`config.mk`:
```
export PLATFORM = sky130hd
export DESIGN_NAME = dab_gate_driver
export DESIGN_NICKNAME = d
export VERILOG_FILES = /design/src/rtl/dab_gate_driver.sv
export SDC_FILE = /design/constraint.sdc
export NUM_CORES = 1
export LEC_CHECK = 0
export CAP_MARGIN = 20
export CORE_UTILIZATION = 60
export DETAILED_ROUTE_END_ITERATION = 10
export HOLD_SLACK_MARGIN = 0.02
export PLACE_DENSITY_LB_ADDON = 0.15
export SETUP_SLACK_MARGIN = 0.4
export SLEW_MARGIN = 20
export SYNTH_ARGS = -nofsm -noshare
export SYNTH_HDL_FRONTEND = slang
export SYNTH_SLANG_ARGS = --single-unit
export TNS_END_PERCENT = 30
```
`constraint.sdc`:
```
create_clock -name clk -period 6.35 [get_ports clk]
set_clock_uncertainty 0.1 [all_clocks]
set_input_delay 1.27 -clock clk [delete_from_list [all_inputs] [get_ports clk]]
set_output_delay 1.27 -clock clk [all_outputs]
set_load 0.02 [all_outputs]
```
`src/rtl/dab_gate_driver.sv`:
```
// Gate driver for the DAB phase-shift modulator: turns the signed 3-level bridge
// commands into eight deadtime-protected gate signals with enable and latched fault-off.

module dab_gate_leg #(
  parameter int DT_W = 8
) (
  input  logic            clk,
  input  logic            rst,
  input  logic            kill_i,
  input  logic            tgt_hi_i,
  input  logic [DT_W-1:0] deadtime_i,
  output logic            hi_o,
  output logic            lo_o
);

  typedef enum logic [2:0] {
    S_OFF,
    S_LOW,
    S_HIGH,
    S_DTH,
    S_DTL
  } leg_state_e;

  leg_state_e      state_q, state_d;
  logic [DT_W-1:0] cnt_q, cnt_d;
  logic            hi_q, lo_q;
  logic            dt_zero;

  assign dt_zero = (deadtime_i == '0);

  always_comb begin
    state_d = state_q;
    cnt_d   = cnt_q;
    if (kill_i) begin
      state_d = S_OFF;
      cnt_d   = '0;
    end else begin
      unique case (state_q)
        S_OFF: begin
          if (dt_zero) state_d = tgt_hi_i ? S_HIGH : S_LOW;
          else         state_d = tgt_hi_i ? S_DTH : S_DTL;
          cnt_d = deadtime_i;
        end
        S_LOW: begin
          if (tgt_hi_i) begin
            state_d = dt_zero ? S_HIGH : S_DTH;
            cnt_d   = deadtime_i;
          end
        end
        S_HIGH: begin
          if (!tgt_hi_i) begin
            state_d = dt_zero ? S_LOW : S_DTL;
            cnt_d   = deadtime_i;
          end
        end
        // A reversal mid-count restarts the full deadtime in the other direction;
        // cnt <= 1 also covers a zero reload so the counter never wraps.
        S_DTH: begin
          if (!tgt_hi_i) begin
            state_d = S_DTL;
            cnt_d   = deadtime_i;
          end else if (cnt_q <= DT_W'(1)) begin
            state_d = S_HIGH;
          end else begin
            cnt_d = cnt_q - DT_W'(1);
          end
        end
        S_DTL: begin
          if (tgt_hi_i) begin
            state_d = S_DTH;
            cnt_d   = deadtime_i;
          end else if (cnt_q <= DT_W'(1)) begin
            state_d = S_LOW;
          end else begin
            cnt_d = cnt_q - DT_W'(1);
          end
        end
        default: state_d = S_OFF;
      endcase
    end
  end

  // Gate registers are decoded from the next state so they switch on the same edge
  always_ff @(posedge clk) begin
    if (rst) begin
      state_q <= S_OFF;
      cnt_q   <= '0;
      hi_q    <= 1'b0;
      lo_q    <= 1'b0;
    end else begin
      state_q <= state_d;
      cnt_q   <= cnt_d;
      hi_q    <= (state_d == S_HIGH);
      lo_q    <= (state_d == S_LOW);
    end
  end

  assign hi_o = hi_q;
  assign lo_o = lo_q;

endmodule

module dab_gate_driver #(
  parameter int DT_W      = 8,
  parameter int ZERO_HIGH = 0
) (
  input  logic            clk,
  input  logic            rst,
  input  logic            en,
  input  logic            fault_in,
  input  logic [DT_W-1:0] deadtime,
  input  logic [1:0]      v1,
  input  logic [1:0]      v2,
  input  logic            trigger_in,
  output logic [3:0]      sp,
  output logic [3:0]      ss,
  output logic            trigger_out,
  output logic            fault_latched
);

  logic signed [1:0] v1_q, v2_q;
  logic              trig_q, trig2_q;
  logic              fault_q;
  logic              kill;
  logic [3:0]        tgt_hi;
  logic [3:0]        hi, lo;

  // Returns {leg B high, leg A high}; the illegal code 10 falls through to zero.
  function automatic logic [1:0] leg_targets(input logic signed [1:0] v);
    if (v == 2'sb01)      return 2'b01;
    else if (v == 2'sb11) return 2'b10;
    else                  return (ZERO_HIGH != 0) ? 2'b11 : 2'b00;
  endfunction

  // Input stage
  always_ff @(posedge clk) begin
    if (rst) begin
      v1_q    <= '0;
      v2_q    <= '0;
      trig_q  <= 1'b0;
      trig2_q <= 1'b0;
      fault_q <= 1'b0;
    end else begin
      v1_q    <= $signed(v1);
      v2_q    <= $signed(v2);
      trig_q  <= trigger_in;
      trig2_q <= trig_q;
      if (fault_in) fault_q <= 1'b1;
    end
  end

  // The raw fault input kills the legs on the same edge it is latched
  assign kill   = fault_in | fault_q | ~en;
  assign tgt_hi = {leg_targets(v2_q), leg_targets(v1_q)};

  // Leg stage: [0] primary A, [1] primary B, [2] secondary A, [3] secondary B
  for (genvar g = 0; g < 4; g++) begin : g_leg
    dab_gate_leg #(.DT_W(DT_W)) u_leg (
      .clk        (clk),
      .rst        (rst),
      .kill_i     (kill),
      .tgt_hi_i   (tgt_hi[g]),
      .deadtime_i (deadtime),
      .hi_o       (hi[g]),
      .lo_o       (lo[g])
    );
  end

  assign sp            = {lo[1], hi[1], lo[0], hi[0]};
  assign ss            = {lo[3], hi[3], lo[2], hi[2]};
  assign trigger_out   = trig2_q;
  assign fault_latched = fault_q;

endmodule
```
==> qor.txt <==
crit path capture type = register
Final #Nets = 492
Skew-Pair Late Insertion Delay = 0.35 ns
Final Util = 69.0%
die width = 80.0 um
post-synth cell types = 76
most frequent cells in the layout = dfxtp_1 (59), nand2_1 (37), nor2_1 (37)
most common flop cell mapped by yosys = dfxtp_1
fmax = 259 MHz
area grow syn2layout = 11.4%
Worst-path clk slew = 0.07 ns
Hold Fails Final Rpt = 0
Placer Congestion = 0.890
Initial Util = 62.0%
Syn Inst Count = 454
via count = 3655
Slew Limit Fails = 0
first-pass GRT wire length = 15500 um
commonest non-fill, non-tap cell in the layout = dfxtp_1
hold crit path type = reg2reg
GRT overflow = 0
crit path DAT = 4.05 ns
final WL = 9600 um
Worst Setup Path Type = in2reg
setup TNS = 0 ns
DP HPWL = 6650 um
PwrDens = 219 nW/um^2
Mapped Nets = 483
Core Area = 5890 um^2
Post-Synthesis Cell Area = 3650 um^2
root buffer cell = clkbuf_8
Finished Layout Cells = 543
drt initial violations = 459
CTS max path bufs = 2
Req. time, crit path = 6.54 ns
number of global-route vias before repair = 3293
RSZ-0062 raised after global routing = false
peak supply drop = 159 uV
#FFs+latches synth = 59
First-pass DRT Iterations = 5
routed len/inst = 17.7 um
die area = 6400 um^2
Least-Margin Pin Slew = 1.07 ns
ys async rst share = 0%
Hold Buf Count CTS = 0
DRT antenna net count = 0
Top-Level Pins = 27
die extent in y = 80.0 um
initial antenna violation count = 0
placed cell count = 527
Yosys warning count = 0
number of H-tree levels = 3
antenna cell count = 0
EDFF count, synth = 0
Avg Inst Size Synth = 8.04 um^2
total track usage = 31.3%
Post CTS Setup Buffer Count = 0
IO Port Bufs = 26
clk sinks = 59
status = completed
CP Max Fanout = 9
Finish-stage setup viols = 0
TritonCTS clock tree = built
Remaining DRCs = 0
routed vias/inst = 6.73
Row Count = 28
minimum clock period = 3.86 ns
share of layout cells above drive strength 1 = 9.83%
critical path startpoint category = primary input
CTS buffer count = 9
Rel. slew slack = 28.2%
Resized cells post-CTS = 0
Final Cycle Share = 60.8%
fraction of the yosys area taken by sequential cells = 32.4%
Max Cap Viol = 0
pin count of the biggest net entering global routing = 32
LEAKAGE = 0.00148 uW
## worst max-delay path: stages
cell,delay (ns)
clkdlybuf4s50_1,0.56
nor4_1,0.38
and2_1,0.35
inv_1,0.24
ha_1,0.36
nor3_1,0.16
nor2_1,0.07
a2bb2oi_1,0.15
a2bb2oi_1,0.31
and3b_1,0.20
## kinds of logic (layout without fill, tap and decap cells)
logic type                 Yosys count  in the layout  synth area share (%)
adders and majority gates           12             12                  4.12
muxes                                4              4                  1.23
xor gates and xnor gates             2              2                 0.480
and+or+nand+nor                    179            179                  27.0
DFF                                 59             59                  32.4
buffers and inverters               55             69                  7.34
AOI/OAI and AO/OA                  143            143                  27.4
## state kept, by name (all words and copies together) (netlist names)
name	cells
v1_q	2
g_leg.u_leg.state_q	12
g_leg.u_leg.lo_o	4
v2_q	2
g_leg.u_leg.hi_o	4
trig_q	1
trigger_out	1
fault_latched	1
g_leg.u_leg.cnt_q	32
## cell type report
class	count	area, um^2
multi-input combinational	340	2210
fill	462	1820
sequential	59	1180
timing repair buffer	27	268
clock buffer	12	165
inverter	26	97.6
tap	75	93.8
clock inverter	4	47.5
## synth_stat cells (6+ instances only)
library cell	instances	share of area, %
or3_1	9	1.5
nor2_1	37	3.8
nor2b_1	12	2.1
a2bb2oi_1	6	1.4
dfxtp_1	59	32
o22ai_1	14	2.4
inv_1	23	2.4
a22oi_1	8	1.6
buf_4	10	2.1
ha_1	12	4.1
nand2_1	37	3.8
o31ai_1	6	1.2
o21ai_0	25	3.4
nand3_1	14	1.9
a21oi_1	32	4.4
clkbuf_1	11	1.1
nor4_1	8	1.4
nor3_1	14	1.9
## metrics by stage
step | instance area (um^2) | hold WS [ns] | power, uW | setup slack [ns]
2_1_floorplan | 3650 | 0.314 | 485 | 3.17
3_3_place_gp | 3850 | 0.316 | 519 | 2.28
3_5_place_dp | 3850 | 0.330 | 521 | 2.18
4_1_cts | 4060 | 0.347 | 887 | 2.52
5_1_grt | 4060 | 0.363 | 924 | 2.30
6_report | 4060 | 0.343 | 889 | 2.49
## report_power, final
| group | total (uW) | switching [uW] | internal, uW |
|---|---|---|---|
| Combinational | 127 | 73.8 | 53.5 |
| Clock | 372 | 160 | 212 |
| Sequential | 390 | 10.6 | 379 |
## final timing paths
| check | from | endpoint | slack, ns | cells after the start |
|---|---|---|---|---|
| worst min register to register | trig_q | trigger_out | 0.34 | 1 |
| worst max register to register | v1_q[1] | g_leg[1].u_leg.cnt_q[2] | 3.59 | 6 |
| worst min-delay path | trig_q | trigger_out | 0.34 | 1 |
| worst max-delay path | deadtime[2] | g_leg[2].u_leg.hi_o | 2.49 | 10 |
## metal layers
layer / global-route usage (%) / vias up / part of all wire (%)
met2: 47.3 / 201 / 45
met3: 6.40 / 28 / 9.4
met5: 0 / - / 0
li1: - / 1722 / -
met4: 17.0 / 0 / 2.7
met1: 41.3 / 1704 / 43
Power figures use the tool's default switching activity.
